File: src/rtl/uart_tx_arbiter.sv
// Round-robin arbiter giving one of three byte-stream requesters the UART transmitter
// for a whole message, with an idle timeout on the owner and a forced inter-message gap.
module uart_tx_arbiter #(
  parameter int TIMEOUT_CYCLES = 1024,
  parameter int GAP_CYCLES     = 234
) (
  input  logic        clk,
  input  logic        rst_n,
  input  logic [2:0]  req_valid,
  input  logic [23:0] req_data,
  input  logic [2:0]  req_last,
  output logic [2:0]  req_ready,
  output logic        tx_valid,
  output logic [7:0]  tx_data,
  input  logic        tx_ready,
  output logic [2:0]  grant,
  output logic        busy,
  output logic        timeout_pulse
);

  typedef enum logic [1:0] {IDLE, STREAM, DRAIN, GAP} state_t;

  localparam logic [15:0] TIMEOUT_LIMIT = 16'(TIMEOUT_CYCLES);
  localparam logic [15:0] GAP_LAST      = (GAP_CYCLES > 0) ? 16'(GAP_CYCLES - 1) : 16'd0;

  state_t      state_reg, state_next;
  logic [2:0]  grant_reg, grant_next;
  logic [1:0]  last_reg, last_next;
  logic        tx_valid_reg, tx_valid_next;
  logic [7:0]  tx_data_reg, tx_data_next;
  logic [15:0] idle_cnt_reg, idle_cnt_next;
  logic [15:0] gap_cnt_reg, gap_cnt_next;
  logic        pulse_reg, pulse_next;

  logic        out_free, xfer, sel_valid, sel_last;
  logic [2:0]  xfer_vec;
  logic [7:0]  sel_data;
  logic [7:0]  masked_data [3];
  logic [1:0]  rr_first, rr_second, rr_third, rr_win, grant_idx;
  logic [15:0] idle_inc;

  // Byte of the current owner; grant is one-hot so an AND-OR mux suffices.
  genvar gi;
  generate
    for (gi = 0; gi < 3; gi++) begin : g_sel
      assign masked_data[gi] = grant_reg[gi] ? req_data[8*gi +: 8] : 8'h00;
    end
  endgenerate

  assign sel_data  = masked_data[0] | masked_data[1] | masked_data[2];
  assign sel_valid = |(grant_reg & req_valid);
  assign sel_last  = |(grant_reg & req_last);
  assign out_free  = !tx_valid_reg || tx_ready;
  assign req_ready = (state_reg == STREAM && out_free) ? grant_reg : 3'b000;
  assign xfer_vec  = req_valid & req_ready;
  assign xfer      = |xfer_vec;
  assign idle_inc  = idle_cnt_reg + 16'd1;

  // Search order starts just after the previous owner.
  assign rr_first  = (last_reg  == 2'd2) ? 2'd0 : last_reg  + 2'd1;
  assign rr_second = (rr_first  == 2'd2) ? 2'd0 : rr_first  + 2'd1;
  assign rr_third  = (rr_second == 2'd2) ? 2'd0 : rr_second + 2'd1;

  always_comb begin
    rr_win = rr_third;
    if (req_valid[rr_first]) begin
      rr_win = rr_first;
    end else if (req_valid[rr_second]) begin
      rr_win = rr_second;
    end
  end

  assign grant_idx = grant_reg[2] ? 2'd2 : (grant_reg[1] ? 2'd1 : 2'd0);

  always_ff @(posedge clk or negedge rst_n) begin
    if (!rst_n) begin
      state_reg    <= IDLE;
      grant_reg    <= 3'b000;
      last_reg     <= 2'd2;
      tx_valid_reg <= 1'b0;
      tx_data_reg  <= 8'h00;
      idle_cnt_reg <= 16'd0;
      gap_cnt_reg  <= 16'd0;
      pulse_reg    <= 1'b0;
    end else begin
      state_reg    <= state_next;
      grant_reg    <= grant_next;
      last_reg     <= last_next;
      tx_valid_reg <= tx_valid_next;
      tx_data_reg  <= tx_data_next;
      idle_cnt_reg <= idle_cnt_next;
      gap_cnt_reg  <= gap_cnt_next;
      pulse_reg    <= pulse_next;
    end
  end

  always_comb begin
    state_next    = state_reg;
    grant_next    = grant_reg;
    last_next     = last_reg;
    tx_valid_next = tx_valid_reg;
    tx_data_next  = tx_data_reg;
    idle_cnt_next = idle_cnt_reg;
    gap_cnt_next  = gap_cnt_reg;
    pulse_next    = 1'b0;

    // A load and a drain can coincide; the load wins and keeps tx_valid high.
    if (xfer) begin
      tx_data_next  = sel_data;
      tx_valid_next = 1'b1;
    end else if (tx_valid_reg && tx_ready) begin
      tx_valid_next = 1'b0;
    end

    case (state_reg)
      IDLE: begin
        if (|req_valid) begin
          grant_next    = 3'b001 << rr_win;
          idle_cnt_next = 16'd0;
          state_next    = STREAM;
        end
      end
      STREAM: begin
        if (xfer) begin
          idle_cnt_next = 16'd0;
          if (sel_last) begin
            state_next = DRAIN;
          end
        end else if (!sel_valid) begin
          idle_cnt_next = idle_inc;
          if (idle_inc >= TIMEOUT_LIMIT) begin
            pulse_next = 1'b1;
            state_next = DRAIN;
          end
        end
      end
      DRAIN: begin
        if (!tx_valid_reg) begin
          grant_next   = 3'b000;
          last_next    = grant_idx;
          gap_cnt_next = 16'd0;
          state_next   = (GAP_CYCLES > 0) ? GAP : IDLE;
        end
      end
      GAP: begin
        if (gap_cnt_reg >= GAP_LAST) begin
          state_next = IDLE;
        end else begin
          gap_cnt_next = gap_cnt_reg + 16'd1;
        end
      end
      default: state_next = IDLE;
    endcase
  end

  assign tx_valid      = tx_valid_reg;
  assign tx_data       = tx_data_reg;
  assign grant         = grant_reg;
  assign busy          = (state_reg != IDLE);
  assign timeout_pulse = pulse_reg;

endmodule

File: config.mk
export PLATFORM = sky130hd
export DESIGN_NAME = uart_tx_arbiter
export DESIGN_NICKNAME = d
export VERILOG_FILES = /design/src/rtl/uart_tx_arbiter.sv
export SDC_FILE = /design/constraint.sdc
export NUM_CORES = 1
export LEC_CHECK = 0
export ABC_AREA = 0
export BUFFER_PORTS_ARGS = -buffer_cell sky130_fd_sc_hd__buf_2
export CAP_MARGIN = 0
export CORE_MARGIN = 10
export CORE_UTILIZATION = 55
export DETAILED_ROUTE_END_ITERATION = 10
export PLACE_DENSITY_LB_ADDON = 0.25
export SKIP_CTS_REPAIR_TIMING = 1
export SYNTH_ARGS = -nofsm -noshare
export SYNTH_HDL_FRONTEND = slang
export SYNTH_SLANG_ARGS = --single-unit
File: constraint.sdc
create_clock -name clk -period 5.3 [get_ports clk]
set_clock_uncertainty 0.15 [all_clocks]
set_input_delay 1.06 -clock clk [delete_from_list [all_inputs] [get_ports clk]]
set_output_delay 1.06 -clock clk [all_outputs]
set_load 0.02 [all_outputs]
* Word-level counts from Yosys, hierarchy flattened
Cells that the tools add are included.
** Storage, ports and cells
- Register bits after elaboration :: 49
- Latch bits :: 0
- RAM bits :: 0
- Memory bits (read-only) :: 0
- Output and inout bits :: 17
- Memories :: 0
** Operators by class
- $add $sub $neg :: 5
- $mul :: 0
- Divide/modulo/power cells :: 0
- Magnitude comparators :: 4
- Equal/unequal tests :: 13
- Shift-type cells :: 1
- Multiplexer cells :: 39
- Bitwise operators :: 6
- Reductions and logical operators :: 19
** Operators by type and width (count)
- 16-bit two-way mux :: 5
- 16-bit one-hot mux with 2 select lines :: 2
- 16-bit by 1-bit adder with 16-bit output (second input constant) :: 2
- 2-bit two-way mux :: 13
- 8-bit two-way mux :: 3
- 16-bit by 11-bit >= comparator with 1-bit output (second input constant) :: 1
- 16-bit by 8-bit >= comparator with 1-bit output (second input constant) :: 1
- 8-bit OR :: 2
- 3-bit OR reduction :: 4
- 2-bit equality test (second input constant) :: 5
- 2-bit nonzero test :: 5
- 3-bit AND :: 3
- 1-bit two-way mux :: 9
- 3-bit two-way mux :: 3
- 3-bit AND reduction :: 3
- 2-bit inequality test (second input constant) :: 4
- 2-bit one-hot mux with 4 select lines :: 1
- 2-bit by 1-bit adder with 2-bit output (second input constant) :: 3
- 2-bit by 3-bit < comparator with 1-bit output (second input constant) :: 2
- 3-bit inequality test (second input constant) :: 2
- 3-bit one-hot mux with 2 select lines :: 1
- 6-bit AND reduction :: 1
- 1-bit binary-select mux with 2-bit select :: 2
- 3-bit by 2-bit inequality test with 1-bit output (second input constant) :: 1
- 8 further kinds :: 9

* Depth between registers and ports, before layout
Gate-level depths: netlist (run 1).
- Depth after elaboration :: 11
- Depth in mapped cells :: 9
- Depth with buffers taken out :: 8

* Least setup slack after synthesis (run 1)
OpenSTA, ideal clock, no wires.
- Path kind :: input to output
- Start point :: in tx_ready
- End point :: out req_ready[1]
- Arrival time :: 1.581 ns
- Data required time :: 4.090 ns
- Setup slack :: 2.509 ns
- Stages on the path :: 2
- Cell sequence :: nor2b_1 > nor3_1
** Between the ends
- Cells in the longest elaborated chain, start to end :: 3
** Ends and longest elaborated chain
- from (decl) :: RTL line 15 : input logic tx_ready,
- 1-bit logical OR :: RTL line 53 : assign out_free = !tx_valid_reg || tx_ready;
- 1-bit logical AND :: RTL line 54 : assign req_ready = (state_reg == STREAM && out_free) ? grant_reg : 3'b000;
- 3-bit two-way mux :: RTL line 54
- to (decl) :: RTL line 12 : output logic [2:0] req_ready,
No other way between the ends.

* Worst setup path in the final report (run 1)
- Start point :: in req_valid[0]
- End point :: reg state_reg[1]
** Between the ends
- Cells in the longest elaborated chain, start to end :: 4
- Elaborated cells between the ends (all ways) :: 12
- Classes of those cells :: 4 x eq/ne; 2 x mux; 2 x bitwise; 4 x reduce/logical
** Ends and longest elaborated chain
- from (decl) :: RTL line 9 : input logic [2:0] req_valid,
- 3-bit AND, on equally long branches :: RTL line 55, 51
- 3-bit OR reduction, on equally long branches :: RTL line 56, 51
- 3-bit inequality test (no source line) (tied with other cells)
- 6-bit AND reduction (no source line) / 2-bit one-hot mux with 4 select lines (equally long branches)
- to (signal assigned) :: RTL line 86 : state_reg <= state_next;
- to (decl) :: RTL line 26 : state_t state_reg, state_next;
Several ways; a longest one is shown, not always the timed one.
A chain may end at the register's enable or synchronous reset.

==> run_results.csv, run 1 <==
group,metric,value,unit
floorplan,die_h,90.8,µm
final_layout,fillers,416,
clock_tree,cts.clk_slew.worst_paths,0.09,ns
timing,final.setup.tns,0,ns
run_status,status,"completed",
route,dr.pass1.iters,4,
timing,finalCriticalPeriod,3.21,ns
timing,finalSetupViolations,0,
grt,grt_first_pass_wirelength,11200,µm
critical_path,worst-setup-path-type,"input port to register",
logic_synthesis,seq_area_frac_synth,0.445,
grt,grt-ovfl-total,0,
timing,fmax,311,MHz
job,maxCapViolCount,0,
logic_synthesis,synth_seq_cells,49,
placed_design,portBuffers,49,
placed_design,dp_slack,1.77,ns
final_layout,multi_input_area,1420,µm²
floorplan,die_width,90.8,µm
critical_path,reg2reg_from,"state_reg[1]",
logic_synthesis,syn_inst,292,
floorplan,initial_core_util,0.576,
logic_synthesis,yosys-top-cells-area,"dfrtp_1, nor2_1, ha_1, a222oi_1, xor2_1",
route,drc,0,
logic_synthesis,async_flop_share,1.00,
clock_tree,cts_sinks,49,
clock_tree,cts_root_buf,"clkbuf_8",
route,first_iter_violations,192,
hold_path,min_path_type,"register to register",
clock_tree,cts_buffers,5,
logic_synthesis,synth_largest_area_cell,"dfrtp_1",
route,antenna_left,0,
timing,rsz0062_at_grt,"false",
grt,grtUsageTotal,0.155,
logic_synthesis,synth-edff-count,0,
critical_path,cp-end-kind,"register",
logic_synthesis,yosysTopAreaCellShare,0.436,
final_layout,final_nets,378,
final_layout,layout-drive-gt1-share,0.220,
pwr,p_per_area,197,nW/µm²
clock_tree,clk_latency,0.31,ns
critical_path,required,5.35,ns
route,viasPerCell,5.83,
clock_tree,cts_htree_levels,2,
final_layout,syn_to_final_growth,13.1,%
logic_synthesis,synth.distinct_cells,54,
critical_path,arrival,3.26,ns
timing,finalWorstSetupSlack,2.09,ns
floorplan,coreArea,4790,µm²
grt,grt_pass1_vias,2316,
logic_synthesis,ys_warn_count,0,
final_layout,mostFrequentLayoutCell,"buf_2",
critical_path,crit_fanout,7,
timing,hold_violations,0,
route,wl_met3,516,µm
pwr,ir_worst_vdd,0.107,mV
timing,worst_pin_slew,1.13,ns
floorplan,rows,25,
route,wl_per_cell,15.5,µm
clock_tree,clockBufferDepth,2,
logic_synthesis,synth_fp_nets,334,
critical_path,critPathLaunchType,"input port",
final_layout,n_antenna_cell,0,
timing,final.period_utilization,0.606,
logic_synthesis,syn_area_per_cell,9.44,µm²
route,top_layer,"met4",
clock_tree,cts_tree,"yes",
placed_design,dp_hpwl,4650,µm
grt,grt_max_degree,50,
final_layout,final_cell_mix,"buf_2, dfrtp_1, nor2_1",
critical_path,critPathTopFamily,"compound AO/OA/AOI/OAI gates",
pwr,power_leakage,1.47,nW
route,vias,2357,
pwr,total_power,613,µW
critical_path,crit_buf_inv,1,
placed_design,place_congestion,0.805,
critical_path,startpoint,"req_valid[0]",
route,routed_wl,6280,µm
route,met1_length,3030,µm
final_layout,final_core_util,0.652,
timing,maxSlewViolCount,0,
logic_synthesis,synth_ff_type,"dfrtp_1",
logic_synthesis,synthesis.area,2760,µm²
final_layout,register_area,1230,µm²
floorplan,die_area,8250,µm²
hold_path,worstHoldStart,"idle_cnt_reg[15]",
grt,antenna_found_initial,0,
floorplan,io_pins,50,
critical_path,cpMaxStageDelayCell,"a222oi_1",
critical_path,path_cells,"buf_2, a222oi_1, o21ai_0, o31ai_4, mux2_4",
timing,relSlewSlack,0.249,
route,met2_length,2690,µm
critical_path,cpPeakStageDelay,0.96,ns
## layer usage
layer	global-route usage	up-vias
li1	-	1144
met1	0.215	1120
met2	0.234	90
met3	0.0432	3
met4	0.0339	0
met5	0	-
## through the flow
step / area (µm²) / std cells / hold slack, ns
3_5_place_dp: 3030 / 396 / 0.346
6_report: 3120 / 404 / 0.368
4_1_cts: 3120 / 404 / 0.368
3_3_place_gp: 3030 / 396 / 0.328
5_1_grt: 3120 / 404 / 0.389
2_1_floorplan: 2760 / 292 / 0.307
## worst paths after layout
kind | to | slack [ns] | depth (start not counted)
setup / recovery | state_reg[1] | 2.09 | 5
max in group asynchronous | timeout_pulse | 3.91 | 2
hold / removal | idle_cnt_reg[15] | 0.37 | 2
hold reg to reg | idle_cnt_reg[15] | 0.37 | 2
min in group asynchronous | last_reg[0] | 0.69 | 2
setup reg to reg | idle_cnt_reg[2] | 2.10 | 7
## tightest hold or removal path, delay by kind of cell (launching register included)
| kind | cells | cell delay [ns] |
|---|---|---|
| compound gates | 1 | 0.06 |
| flops | 1 | 0.38 |
| simple gates | 1 | 0.06 |
## power by group
group	switching (mW)	internal (mW)	total, mW
Sequential	0	0.374	0.374
Combinational	0.0127	0.00989	0.0226
Clock	0.126	0.0913	0.217
## cells in the mapped netlist, types with 3 or more instances
cell type and n:
dfrtp_1 48, nor2_1 45, nand2_1 19, o21ai_0 14, a21oi_1 12, inv_1 11
a222oi_1 10, nand3_1 10, xor2_1 10, ha_1 9, nor3_1 8, and3_1 7
clkbuf_1 7, nand4_1 7, a31oi_1 6, xnor2_1 6, o31ai_1 5, a41oi_1 4
and2_1 3, buf_2 3, nor2_2 3, nor2b_1 3, nor3_2 3, nor4_1 3
## cells by family after synthesis
logic type,share of synthesized area
and+or+nand+nor,0.239
muxes,0.0209
adders and majority gates,0.0408
xor gates and xnor gates,0.0508
buffers and inverters,0.0386
AOI/OAI and AO/OA,0.165
DFF,0.445
## cell type report
class	count	area share
clock inverters	3	0.00562
inverters	12	0.0144
repair buffers	50	0.0810
well taps	67	0.0269
multi-input cells	218	0.456
flip-flops and latches	49	0.394
clock buffers	5	0.0221
No activity file was read; power rests on OpenSTA's default activity.
==> run 2, diff against run 1 <==
- CORE_UTILIZATION: 55 -> 50
- clock period: 5.3 -> 2.92 ns (I/O delays scaled with it)
==> run_results.csv, run 2 (synthesis gave the netlist of run 1 again) <==
group,metric,value,unit
placed_design,portBuffers,49,
final_layout,multi_input_area,1420,µm²
timing,worst_pin_slew,0.833,ns
timing,final.period_utilization,0.875,
timing,finalCriticalPeriod,2.55,ns
floorplan,initial_core_util,0.527,
final_layout,layout-drive-gt1-share,0.227,
timing,maxSlewViolCount,0,
timing,hold_violations,0,
route,routed_wl,6290,µm
timing,relSlewSlack,0.442,
pwr,p_per_area,380,nW/µm²
route,vias,2317,
clock_tree,cts_sinks,49,
route,drc,0,
final_layout,n_antenna_cell,0,
timing,fmax,391,MHz
timing,final.setup.tns,0,ns
timing,rsz0062_at_grt,"false",
floorplan,die_width,94.3,µm
timing,finalSetupViolations,0,
final_layout,fillers,459,
critical_path,cp-end-kind,"output port",
clock_tree,cts_tree,"yes",
clock_tree,clockBufferDepth,2,
clock_tree,cts_htree_levels,2,
critical_path,arrival,1.82,ns
clock_tree,cts_root_buf,"clkbuf_8",
floorplan,rows,26,
route,antenna_left,0,
floorplan,io_pins,50,
placed_design,dp_hpwl,4700,µm
final_layout,register_area,1230,µm²
grt,grtUsageTotal,0.145,
critical_path,required,2.19,ns
job,maxCapViolCount,0,
grt,antenna_found_initial,0,
critical_path,crit_fanout,8,
pwr,power_leakage,1.51,nW
hold_path,min_path_type,"register to register",
critical_path,worst-setup-path-type,"register to output port",
critical_path,critPathLaunchType,"register",
final_layout,syn_to_final_growth,16.1,%
route,viasPerCell,5.61,
final_layout,instances_no_fill,413,
run_status,status,"completed",
placed_design,place_inst,404,
floorplan,die_h,94.3,µm
grt,grt_first_pass_wirelength,10800,µm
grt,grt_max_degree,29,
final_layout,mostFrequentLayoutCell,"buf_2",
grt,grt-ovfl-total,0,
clock_tree,cts_buffers,5,
final_layout,final_core_util,0.611,
floorplan,coreArea,5240,µm²
timing,finalWorstSetupSlack,0.366,ns
route,dr.pass1.iters,4,
route,first_iter_violations,128,
placed_design,place_congestion,0.870,
grt,grt_pass1_vias,2320,
clock_tree,cts.clk_slew.worst_paths,0.09,ns
floorplan,die_area,8890,µm²
final_layout,final_cell_mix,"buf_2, dfrtp_1, nor2_1",
route,wl_per_cell,15.2,µm
clock_tree,clk_latency,0.29,ns
pwr,ir_worst_vdd,0.222,mV
placed_design,dp_slack,0.351,ns
final_layout,final_nets,384,
pwr,total_power,1.22,mW
## run 2: per-stage QoR
stage	hold slack (ns)	cell area [µm²]
6_report	0.364	3200
5_1_grt	0.408	3200
4_1_cts	-0.0824	3190
3_5_place_dp	0.239	3070
3_3_place_gp	0.236	3070
2_1_floorplan	0.138	2760
## run 2: final cells by class
cell class | instances | area share
Clock buffer | 7 | 0.0270
Clock inverter | 1 | 0.00938
Inverter | 12 | 0.0141
Multi-Input combinational cell | 218 | 0.445
Sequential cell | 49 | 0.384
Tap cell | 70 | 0.0274
Timing Repair Buffer | 56 | 0.0938
## run 2: final timing paths
kind / startpoint / to / slack, ns / depth (start not counted)
setup / recovery: state_reg[1] / req_ready[1] / 0.37 / 5
hold / removal: gap_cnt_reg[15] / gap_cnt_reg[15] / 0.36 / 2
setup reg to reg: state_reg[1] / idle_cnt_reg[5] / 0.40 / 7
hold reg to reg: gap_cnt_reg[15] / gap_cnt_reg[15] / 0.36 / 2
max in group asynchronous: rst_n / last_reg[1] / 1.59 / 3
min in group asynchronous: rst_n / grant[2] / 0.46 / 2
## run 2: worst max-delay path, cell delays in order, from the launching register on
cell and delay (ns):
dfrtp_1 0.43, inv_1 0.12, ha_1 0.26, clkinv_1 0.26, nor3_1 0.26, buf_2 0.20
## run 2: report_power, final
| group | switching [mW] | internal (mW) | total (mW) |
|---|---|---|---|
| clock | 0.217 | 0.279 | 0.497 |
| combinational | 0.0233 | 0.0197 | 0.0430 |
| sequential | 0 | 0.678 | 0.678 |
## run 2: layer usage
layer | vias up | share of wire | global-route usage | wire [µm]
li1 | 1158 | - | - | -
met1 | 1093 | 0.47 | 0.180 | 2970
met2 | 60 | 0.43 | 0.233 | 2680
met3 | 6 | 0.094 | 0.0488 | 592
met4 | 0 | 0.0070 | 0.0367 | 44
met5 | - | 0 | 0 | 0
